<file path="src/rtl/ps2_host_tx.sv">
// ps2_host_tx: host-to-device PS/2 transmitter.
// A single-cycle write strobe latches one byte. The block then runs the
// host-request sequence: clock inhibit, start bit, 8 data bits LSB first,
// odd parity, stop bit and device acknowledge. It drives the open-drain
// clock and data pins through active-high output enables. It reports the
// end of every transfer with a one-cycle done pulse, plus err on NACK or
// timeout.
//
// Handshake: the write port has no ready signal. A we pulse is accepted
// only while busy is low (state IDLE); a we seen while busy is high is
// dropped and does not disturb the transfer in flight. busy rises the
// cycle after an accepted we and falls in the cycle done pulses, so a new
// we is always accepted from the cycle after done.

module ps2_host_tx #(
  parameter int INHIBIT_CYCLES = 5000,
  parameter int TIMEOUT_CYCLES = 1000000
) (
  input  logic       clk,
  input  logic       reset,
  input  logic       we,
  input  logic [7:0] din,
  input  logic       ps2_clk_i,
  input  logic       ps2_data_i,
  output logic       ps2_clk_oe,
  output logic       ps2_data_oe,
  output logic       busy,
  output logic       done,
  output logic       err
);

  // One timer serves both the inhibit interval and the edge timeout, so it
  // is sized for the larger of the two.
  localparam int MAX_COUNT = (INHIBIT_CYCLES > TIMEOUT_CYCLES) ?
                             INHIBIT_CYCLES : TIMEOUT_CYCLES;
  localparam int TW = $clog2(MAX_COUNT + 1);

  localparam logic [TW-1:0] INHIBIT_LAST = TW'(INHIBIT_CYCLES - 1);
  localparam logic [TW-1:0] TIMEOUT_LAST = TW'(TIMEOUT_CYCLES - 1);
  localparam logic [TW-1:0] TIMER_ONE    = TW'(1);

  typedef enum logic [2:0] {
    S_IDLE      = 3'd0,
    S_INHIBIT   = 3'd1,
    S_RELEASE   = 3'd2,
    S_SEND      = 3'd3,
    S_ACK       = 3'd4,
    S_WAIT_IDLE = 3'd5
  } state_t;

  state_t          state;
  logic [8:0]      shift;     // {parity, data byte}, shifted out LSB first
  logic [3:0]      bit_cnt;   // device falling edges seen in SEND, 0..9
  logic [TW-1:0]   timer;
  logic            nack;      // device left data high on the ack edge

  // Synchroniser and edge-detect flops for the asynchronous pins
  logic            clk_s1;
  logic            clk_s2;
  logic            clk_prev;
  logic            data_s1;
  logic            data_s2;
  logic            fe;

  // Two-flop synchronisers plus a registered falling-edge flag. The flops
  // reset to 1 (idle bus level) so leaving reset never produces a false edge.
  always_ff @(posedge clk or negedge reset) begin
    if (!reset) begin
      clk_s1   <= 1'b1;
      clk_s2   <= 1'b1;
      clk_prev <= 1'b1;
      data_s1  <= 1'b1;
      data_s2  <= 1'b1;
      fe       <= 1'b0;
    end else begin
      clk_s1   <= ps2_clk_i;
      clk_s2   <= clk_s1;
      clk_prev <= clk_s2;
      data_s1  <= ps2_data_i;
      data_s2  <= data_s1;
      fe       <= clk_prev & ~clk_s2;
    end
  end

  // Transfer sequencer: all pin enables and status outputs are registered here
  always_ff @(posedge clk or negedge reset) begin
    if (!reset) begin
      state       <= S_IDLE;
      ps2_clk_oe  <= 1'b0;
      ps2_data_oe <= 1'b0;
      busy        <= 1'b0;
      done        <= 1'b0;
      err         <= 1'b0;
      shift       <= '0;
      bit_cnt     <= '0;
      timer       <= '0;
      nack        <= 1'b0;
    end else begin
      // done and err are pulses; they are only raised for a single cycle
      done <= 1'b0;
      err  <= 1'b0;

      case (state)
        S_IDLE: begin
          if (we) begin
            shift      <= {~^din, din};
            timer      <= '0;
            bit_cnt    <= '0;
            nack       <= 1'b0;
            ps2_clk_oe <= 1'b1;
            busy       <= 1'b1;
            state      <= S_INHIBIT;
          end
        end

        S_INHIBIT: begin
          // Clock held low; the start bit goes out at the end of the interval
          if (timer == INHIBIT_LAST) begin
            ps2_data_oe <= 1'b1;
            state       <= S_RELEASE;
          end else begin
            timer <= timer + TIMER_ONE;
          end
        end

        S_RELEASE: begin
          // Start bit stays asserted while the clock is handed to the device
          ps2_clk_oe <= 1'b0;
          timer      <= '0;
          bit_cnt    <= '0;
          state      <= S_SEND;
        end

        S_SEND: begin
          if (fe) begin
            timer <= '0;
            if (bit_cnt == 4'd9) begin
              // Tenth edge: release data so the device sees the stop bit
              ps2_data_oe <= 1'b0;
              state       <= S_ACK;
            end else begin
              // Edges 1..9 put out d0..d7 then parity; oe low means a 1 on the line
              ps2_data_oe <= ~shift[0];
              shift       <= {1'b0, shift[8:1]};
              bit_cnt     <= bit_cnt + 4'd1;
            end
          end else if (timer == TIMEOUT_LAST) begin
            ps2_clk_oe  <= 1'b0;
            ps2_data_oe <= 1'b0;
            done        <= 1'b1;
            err         <= 1'b1;
            busy        <= 1'b0;
            timer       <= '0;
            state       <= S_IDLE;
          end else begin
            timer <= timer + TIMER_ONE;
          end
        end

        S_ACK: begin
          if (fe) begin
            // The device pulls data low to acknowledge; high is a NACK
            nack  <= data_s2;
            timer <= '0;
            state <= S_WAIT_IDLE;
          end else if (timer == TIMEOUT_LAST) begin
            ps2_clk_oe  <= 1'b0;
            ps2_data_oe <= 1'b0;
            done        <= 1'b1;
            err         <= 1'b1;
            busy        <= 1'b0;
            timer       <= '0;
            state       <= S_IDLE;
          end else begin
            timer <= timer + TIMER_ONE;
          end
        end

        S_WAIT_IDLE: begin
          // The transfer ends only once the device has released both lines
          if (clk_s2 && data_s2) begin
            done  <= 1'b1;
            err   <= nack;
            busy  <= 1'b0;
            timer <= '0;
            state <= S_IDLE;
          end else if (fe) begin
            timer <= '0;
          end else if (timer == TIMEOUT_LAST) begin
            ps2_clk_oe  <= 1'b0;
            ps2_data_oe <= 1'b0;
            done        <= 1'b1;
            err         <= 1'b1;
            busy        <= 1'b0;
            timer       <= '0;
            state       <= S_IDLE;
          end else begin
            timer <= timer + TIMER_ONE;
          end
        end

        default: begin
          ps2_clk_oe  <= 1'b0;
          ps2_data_oe <= 1'b0;
          busy        <= 1'b0;
          state       <= S_IDLE;
        end
      endcase
    end
  end

endmodule

</file>
<file path="config.mk">
export PLATFORM = sky130hd
export DESIGN_NAME = ps2_host_tx
export DESIGN_NICKNAME = d
export VERILOG_FILES = /design/src/rtl/ps2_host_tx.sv
export SDC_FILE = /design/constraint.sdc
export NUM_CORES = 1
export LEC_CHECK = 0
export CAP_MARGIN = 20
export CORE_UTILIZATION = 65
export CTS_CLUSTER_DIAMETER = 200
export DETAILED_ROUTE_END_ITERATION = 8
export DONT_BUFFER_PORTS = 1
export PLACE_DENSITY = 0.81
export SETUP_SLACK_MARGIN = 0.4
export SYNTH_ARGS = -nofsm -noshare
export SYNTH_HDL_FRONTEND = slang
export SYNTH_SLANG_ARGS = --single-unit
</file>
<file path="constraint.sdc">
create_clock -name clk -period 3.92 [get_ports clk]
set_input_delay 0.588 -clock clk [delete_from_list [all_inputs] [get_ports clk]]
set_output_delay 0.588 -clock clk [all_outputs]
set_load 0.01 [all_outputs]
</file>
[After elaboration in Yosys (flattened, before gate mapping)]
Index checks and enable logic that the tools add are counted.
Operators by class
  equal/unequal tests: 17
  reductions and logical operators: 18
  divide/modulo/power cells: 0
  muxes and demuxes: 48
  add/sub/neg operators: 2
  bitwise logic cells: 6
  magnitude comparators: 0
  multiply operators: 0
  shift-type cells: 0
Operators with widths (count)
  $mux W20: 5
  $pmux W20 S5: 1
  $mux W9: 3
  $mux W3: 8
  $add A20 B1 Y20 const B: 1
  $eq A20 B13 Y1 const B: 1
  $eq A20 B20 Y1 const B: 1
  $mux W1: 19
  $pmux W3 S6: 1
  $pmux W9 S2: 1
  $ne A2 B2 Y1 const B: 7
  $mux W4: 3
  $pmux W4 S3: 1
  $reduce_and A3 Y1: 4
  $reduce_and A4 Y1: 3
  $pmux W1 S4: 2
  $reduce_xnor A8 Y1: 1
  $eq A3 B2 Y1 const B: 2
  $eq A3 B3 Y1 const B: 2
  $ne A3 B3 Y1 const B: 2
  $pmux W1 S2: 3
  $reduce_or A2 Y1: 3
  $not A1 Y1: 5
  $pmux W1 S5: 1
  10 further kinds: 11
Storage, ports and cells
  bits in registers: 48
  memories: 0
  bits in read-only memories: 0
  bits in writable memories: 0
  latch bits: 0

[Depth between registers and ports, before layout]
Gate-level depths: netlist of the first run.
  depth after elaboration: 5
  mapped depth: 7
  mapped depth without buffers: 7

[Worst setup path before layout of the first run]
No wires, ideal clock.
  kind: flip-flop to flip-flop
  from: register timer[0]
  to: register timer[10]
  stages on the path, launching flop included: 8
  data required time: 3.799 ns
  path slack: 1.910 ns
  setup time: 0.121 ns
  arrival: 1.889 ns
  path buffers: 1
  clock period less this slack: 2.010 ns
  path through: dfrtp_1 -> ha_1 -> and4_1 -> nand4_2 -> o31a_1 -> buf_2 -> a21o_1 -> a22o_1
Between the ends
  word-level cells in the longest chain between the ends: 5
  elaborated cells between the ends (all ways): 10
Ends and longest elaborated chain
  start, declared: line 54  | logic [TW-1:0] timer;
  start signal, assigned: line 122  | timer <= timer + TIMER_ONE;
  start signal, assigned: line 156  | timer <= timer + TIMER_ONE;
  start signal, assigned: line 175  | timer <= timer + TIMER_ONE;
  $add A20 B1 Y20 / $eq A20 B20 Y1 (equally long branches)
  $mux W20: line 147, 166, 189
  $mux W20: line 161  | if (fe) begin
  $mux W20: line 181  | if (clk_s2 && data_s2) begin
  $pmux W20 S5: line 103  | case (state)
Parallel ways exist; a longest one is shown, timed or not. The select of a mux whose other input is x is not followed.
A chain may end at the register's enable or synchronous reset.

[Final worst setup path of the first run]
  from: register state[0]
  to: register timer[15]
Between the ends
  word-level cells in the longest chain between the ends: 4
  elaborated cells between the ends (all ways): 12
Ends and longest elaborated chain
  start, declared: line 51  | state_t state;
  start signal, assigned: line 88  | state <= S_IDLE;
  start signal, assigned: line 112  | state <= S_INHIBIT;
  start signal, assigned: line 120  | state <= S_RELEASE;
  $eq A3 B3 Y1 / $eq A3 B2 Y1 (equally long branches): line 103
  $reduce_or A2 Y1 (no line)
  $reduce_bool A5 Y1 (no line)
  $reduce_and A3 Y1 (no line)
Parallel ways exist; a longest one is shown, timed or not.

==> impl_metrics.env, run 1 <==
export IMPL_synth_nets=318
export IMPL_required_ns=4.11
export IMPL_switchingPower_uw=276
export IMPL_rows=23
export IMPL_wl_per_cell_um=16.2
export IMPL_diodes=0
export IMPL_ys_flop_type="dfrtp_1"
export IMPL_grt_overflow=0
export IMPL_synth_distinct_cells=56
export IMPL_core_um2=4060
export IMPL_relSlewSlack=0.497
export IMPL_critPathLaunchType="flip-flop"
export IMPL_leakage_nw=1.19
export IMPL_finalMaxSlewViolations=0
export IMPL_async_flop_share=1.00
export IMPL_first_pass_iters=5
export IMPL_rsz0062_at_grt="false"
export IMPL_intPower_uw=784
export IMPL_final_layout_size_suffix_gt1_frac=0.0803
export IMPL_grt_pass1_wl_um=9200
export IMPL_place_congestion=0.892
export IMPL_yosysWarnings=0
export IMPL_cts_resized=0
export IMPL_die_area_um2=4520
export IMPL_grt_usage=0.272
export IMPL_yosys_register_bits=48
export IMPL_power_total_mw=1.06
export IMPL_crit_fanout=19
export IMPL_fin_tns_setup_ns=0
export IMPL_synth_edf_count=0
export IMPL_setup_viol=0
export IMPL_grt_max_degree=44
export IMPL_clkPwrFrac=0.325
export IMPL_area_growth_pct=5.25
export IMPL_numClockSinks=48
export IMPL_cp_cell_sequence="nor3b_2 > a211o_1 > o31a_1 > nand2_1 > o31ai_1"
export IMPL_drtIter0Drc=292
export IMPL_die_h_um=67.2
export IMPL_outcome="finished, final reports clean"
export IMPL_grt_pass1_vias=2026
export IMPL_routed_wl_um=5640
export IMPL_die_w_um=67.2
export IMPL_tightestPinTransition_ns=0.747
export IMPL_cp_end_kind="flip-flop"
export IMPL_period_share=0.647
export IMPL_clk_pin_slew_worst_paths_ns=0.09
export IMPL_final_nets=314
export IMPL_clock_skew_ns=0.00862
export IMPL_avgViaCountPerCell=6.58
export IMPL_hold_violations=0
export IMPL_pwr_share_comb=0.108
export IMPL_post_route_drc_count=0
export IMPL_cpPeakStageDelay_ns=0.68
export IMPL_cts_tree="done"
export IMPL_synth_cells=302
export IMPL_crit_buf_inv=0
export IMPL_pin_count=18
export IMPL_max_freq_mhz=395
export IMPL_antenna_left=0
export IMPL_vias=2297
export IMPL_cap_violations=0
export IMPL_p_sw_frac=0.260
export IMPL_power_density_nw_per_um2=364
export IMPL_slowest_stage="dfrtp_1"
export IMPL_ir_worst_vdd_mv=0.357
export IMPL_ys_seq_area_frac=0.436
export IMPL_grt_antenna_before_repair=0
export IMPL_avgSynthCellArea_um2=9.16
export IMPL_seqPwrFrac=0.567
export IMPL_io_buffers=0
export IMPL_clockBufferDepth=2
export IMPL_hpwlAfterDp_um=4030
export IMPL_clk_latency_ns=0.29
export IMPL_start_util=0.682
export IMPL_path_class="flip-flop to flip-flop"
export IMPL_clk_root_buffer_cell="clkbuf_8"
export IMPL_holdCritPathClass="input pin to async pin"
export IMPL_cts_made_buffers=5
export IMPL_ctsHtreeMaxLevel=2
export IMPL_arrival_ns=2.73
export IMPL_cp_top_family="compound AO/OA/AOI/OAI gates"
export IMPL_synth_area_um2=2770
export IMPL_period_minus_slack_ns=2.53
-- sequential cells by signal, summed over array words and instances, names as in the netlist --
| name | flops |
|---|---|
| clk_prev | 1 |
| clk_s2 | 1 |
| data_s2 | 1 |
| data_s1 | 1 |
| shift | 9 |
| ps2_clk_oe | 1 |
| clk_s1 | 1 |
| ps2_data_oe | 1 |
| fe | 1 |
| nack | 1 |
| err | 1 |
| done | 1 |
| state | 3 |
| bit_cnt | 4 |
| timer | 20 |
| busy | 1 |
-- power by group through the flow --
stage / registers, mW / logic [mW] / clock network, mW
global placement: 0.608 / 0.0992 / 0
floorplan: 0.581 / 0.105 / 0
CTS: 0.599 / 0.115 / 0.350
global route: 0.609 / 0.129 / 0.374
finish: 0.601 / 0.114 / 0.345
detailed placement: 0.609 / 0.102 / 0
-- final timing paths --
kind                            start          to  slack, ns  depth (start not counted)
min reg2reg                    clk_s1      clk_s2       0.35                          0
min in group clk           ps2_data_i     data_s1       0.29                          0
max in group asynchronous       reset    shift[2]       3.58                          1
max reg2reg                  state[0]   timer[15]       1.39                          5
min                             reset  bit_cnt[2]       0.13                          1
max                          state[0]   timer[15]       1.39                          5
-- placed cells by master (no fill, tap or decap), types with 3 or more instances in the layout --
cell type	netlist	final
dfrtp_1	43	43
nand2_1	32	32
nor2_1	25	25
o21ai_0	20	20
nand3_1	15	15
nor3_1	10	10
a21o_1	9	9
a22o_1	9	9
mux2i_1	9	9
nand4_1	9	9
xnor2_1	9	9
inv_1	8	8
o21ai_1	8	8
a21oi_1	7	7
nor4_1	5	5
nor3b_1	5	5
dfstp_2	5	5
clkbuf_8	0	5
nor2b_1	4	4
o31ai_1	4	4
nand2b_1	3	3
and4_1	3	3
nand3b_1	3	3
ha_1	3	3
-- routing by layer --
metal	vias to the layer above	GRT usage	wire length, µm
met2	93	0.401	2520
met5	-	0	0
li1	1104	-	-
met1	1093	0.414	2710
met3	7	0.0405	358
met4	0	0.0745	48
-- cell families (layout without fill, tap and decap cells) --
family	Yosys count	after routing	share of synthesized area
buffers and inverters	22	19	0.0326
DFF	48	48	0.436
adders and majority gates	3	3	0.0136
xor gates and xnor gates	11	11	0.0348
muxes	9	9	0.0326
and+or+nand+nor	125	125	0.238
AOI/OAI and AO/OA	84	84	0.212
-- Yosys cell counts (all sizes together) (4+ instances only) --
| library cell | instances | share of area |
|---|---|---|
| dfrtp | 43 | 0.39 |
| nand2 | 32 | 0.043 |
| o21ai | 29 | 0.054 |
| nor2 | 25 | 0.034 |
| nand3 | 15 | 0.027 |
| nand4 | 10 | 0.025 |
| nor3 | 10 | 0.018 |
| a21o | 9 | 0.024 |
| a22o | 9 | 0.028 |
| mux2i | 9 | 0.033 |
| xnor2 | 9 | 0.028 |
| inv | 8 | 0.011 |
| a21oi | 7 | 0.013 |
| buf | 7 | 0.012 |
| clkbuf | 7 | 0.0095 |
| nor3b | 6 | 0.018 |
| dfstp | 5 | 0.047 |
| nor4 | 5 | 0.011 |
| o31ai | 5 | 0.019 |
| nor2b | 4 | 0.0090 |
-- area by class of cell --
type,instances,area [µm²]
clock buffer,6,72.6
clock inverter,2,35.0
fill,298,1150
inverter,8,30.0
multi-input combinational,232,1470
sequential,48,1210
tap,50,62.6
timing repair buffer,3,35.0
-- worst register-to-register path: stages, from the launching register on --
cell and delay, ns:
dfrtp_1 0.68, nor3b_2 0.41, a211o_1 0.21, o31a_1 0.45, nand2_1 0.33, o31ai_1 0.35
-- metrics by stage --
stage	cell area (µm²)	hold WS, ns	cells	setup WS, ns	util
floorplan	2770	0.292	302	1.91	-
global placement	2780	0.293	339	1.41	0.684
detailed placement	2780	0.293	339	1.27	0.684
CTS	2900	0.128	348	1.26	0.716
global route	2910	0.113	349	1.23	0.718
finish	2910	0.129	349	1.39	0.718
-- timing repair --
action / in CTS / in global routing
hold endpoints to repair: 43 / 0
hold buffers: 1 / 0
buffers inserted: 0 / 0
Power figures use the tool's default switching activity.
==> run 2: changes to the inputs <==
--- a/config.mk
+++ b/config.mk
@@ -6,11 +6,11 @@
 export NUM_CORES = 1
 export LEC_CHECK = 0
 export CAP_MARGIN = 20
-export CORE_UTILIZATION = 65
+export CORE_UTILIZATION = 63
 export CTS_CLUSTER_DIAMETER = 200
 export DETAILED_ROUTE_END_ITERATION = 8
 export DONT_BUFFER_PORTS = 1
-export PLACE_DENSITY = 0.81
+export PLACE_DENSITY = 0.79
 export SETUP_SLACK_MARGIN = 0.4
 export SYNTH_ARGS = -nofsm -noshare
 export SYNTH_HDL_FRONTEND = slang
==> constraint.sdc (replaced) <==
create_clock -name clk -period 2.65 [get_ports clk]
set_input_delay 0.3975 -clock clk [delete_from_list [all_inputs] [get_ports clk]]
set_output_delay 0.3975 -clock clk [all_outputs]
set_load 0.01 [all_outputs]
==> impl_metrics.env, run 2 (synthesized netlist as in run 1, its figures left out) <==
export IMPL_outcome="finished, final reports clean"
export IMPL_routed_wl_um=6130
export IMPL_clock_skew_ns=0.0153
export IMPL_grt_pass1_vias=2120
export IMPL_pin_count=18
export IMPL_die_h_um=68.3
export IMPL_grt_usage=0.296
export IMPL_required_ns=2.84
export IMPL_period_minus_slack_ns=2.13
export IMPL_holdCritPathClass="input pin to flip-flop"
export IMPL_place_congestion=0.929
export IMPL_cts_made_buffers=5
export IMPL_avgViaCountPerCell=6.67
export IMPL_grt_max_degree=49
export IMPL_die_w_um=68.3
export IMPL_clk_root_buffer_cell="clkbuf_8"
export IMPL_io_buffers=0
export IMPL_place_inst=346
export IMPL_clk_pin_slew_worst_paths_ns=0.09
export IMPL_ir_worst_vdd_mv=0.389
export IMPL_clockBufferDepth=2
export IMPL_grt_overflow=0
export IMPL_cp_end_kind="flip-flop"
export IMPL_grt_pass1_wl_um=10200
export IMPL_fin_tns_setup_ns=0
export IMPL_numClockSinks=48
export IMPL_die_area_um2=4660
export IMPL_post_dp_cell_area_um2=2830
export IMPL_crit_fanout=12
export IMPL_finalMaxSlewViolations=0
export IMPL_first_pass_iters=7
export IMPL_rows=23
export IMPL_regMostFlops="timer"
export IMPL_hpwlAfterDp_um=4220
export IMPL_diodes=0
export IMPL_hold_ws_ns=0.0964
export IMPL_ctsHtreeMaxLevel=2
export IMPL_period_share=0.805
export IMPL_wl_per_cell_um=17.2
export IMPL_mostFrequentLayoutCell="dfrtp_1"
export IMPL_final_nets=322
export IMPL_cap_violations=0
export IMPL_fin_cells=357
export IMPL_relSlewSlack=0.574
export IMPL_setup_viol=0
export IMPL_reg_top3="timer (20), shift (9), bit_cnt (4)"
export IMPL_max_freq_mhz=469
export IMPL_clk_latency_ns=0.30
export IMPL_grt_antenna_before_repair=0
export IMPL_final_layout_size_suffix_gt1_frac=0.117
export IMPL_leakage_nw=1.26
export IMPL_arrival_ns=2.32
export IMPL_post_route_drc_count=0
export IMPL_largest_reg_flops=20
export IMPL_tightestPinTransition_ns=0.634
export IMPL_rsz0062_at_grt="false"
export IMPL_cts_tree="done"
export IMPL_final_area_um2=3030
export IMPL_vias=2382
export IMPL_area_growth_pct=9.50
export IMPL_critPathLaunchType="flip-flop"
export IMPL_hold_violations=0
export IMPL_antenna_left=0
export IMPL_final_cell_mix="dfrtp_1, nand2_1, nor2_1, o21ai_0, nand3_1"
export IMPL_path_class="flip-flop to flip-flop"
export IMPL_start_util=0.672
export IMPL_core_um2=4120
export IMPL_drtIter0Drc=201
export IMPL_power_density_nw_per_um2=527
## run 2: cell types whose count changed in the layout (fill, tap and decap cells not counted), sizes merged
cell	previous run	this run
clkbuf	6	7
clkinv	1	0
buf	3	10
dlygate4sd3	0	1
## run 2: worst max-delay path: stages (launching register included)
cell      delay [ns]
dfrtp_1         0.41
ha_1            0.25
nor4bb_1        0.30
nand4_1         0.20
buf_4           0.20
o21ai_4         0.25
buf_6           0.20
a22oi_1         0.10
o31ai_1         0.11
## run 2: path summary, 6_finish.rpt
| path | cells after the start | endpoint | slack, ns | from |
|---|---|---|---|---|
| setup / recovery | 8 | timer[19] | 0.52 | timer[0] |
| hold / removal | 0 | data_s1 | 0.1 | ps2_data_i |
| setup reg to reg | 8 | timer[19] | 0.52 | timer[0] |
| hold reg to reg | 0 | clk_s2 | 0.36 | clk_s1 |
| max in group asynchronous | 2 | clk_prev | 1.78 | reset |
| min in group asynchronous | 2 | bit_cnt[1] | 0.59 | reset |
## run 2: stage by stage
stage          utilization  setup WS (ns)  total power [mW]
2_1_floorplan            -          0.640              1.02
3_3_place_gp         0.687          0.322              1.05
3_5_place_dp         0.687          0.297              1.06
4_1_cts              0.723          0.420              1.59
5_1_grt              0.736          0.385              1.66
6_report             0.736          0.518              1.60
## run 2: repair_timing
action,CTS,global route
hold buffers,2,0
pin swaps,0,2
cloned,0,0
endpoints found under the hold margin,48,0
buffers inserted,0,1
endpoints found under the setup margin,8,20
resized for setup,1,10
## run 2: layout make-up
class,instances,area (µm²)
fill,300,1090
clock buffer,7,76.3
sequential,48,1210
multi-input combinational,232,1510
inverter,8,30.0
clock inverter,1,30.0
tap,50,62.6
timing repair buffer,11,109
## run 2: where the power goes
| part | total (mW) | switching, mW | leakage [nW] | internal, mW |
|---|---|---|---|---|
| combinational | 0.181 | 0.0940 | 0.619 | 0.0874 |
| clock | 0.519 | 0.237 | 0.0524 | 0.283 |
| sequential | 0.895 | 0.0987 | 0.587 | 0.796 |
## run 2: routing by layer
layer,track usage,wire length [µm],vias to the layer above
li1,-,-,1122
met1,0.431,2820,1146
met2,0.445,2820,101
met3,0.0550,403,13
met4,0.0833,82,0
met5,0,0,-
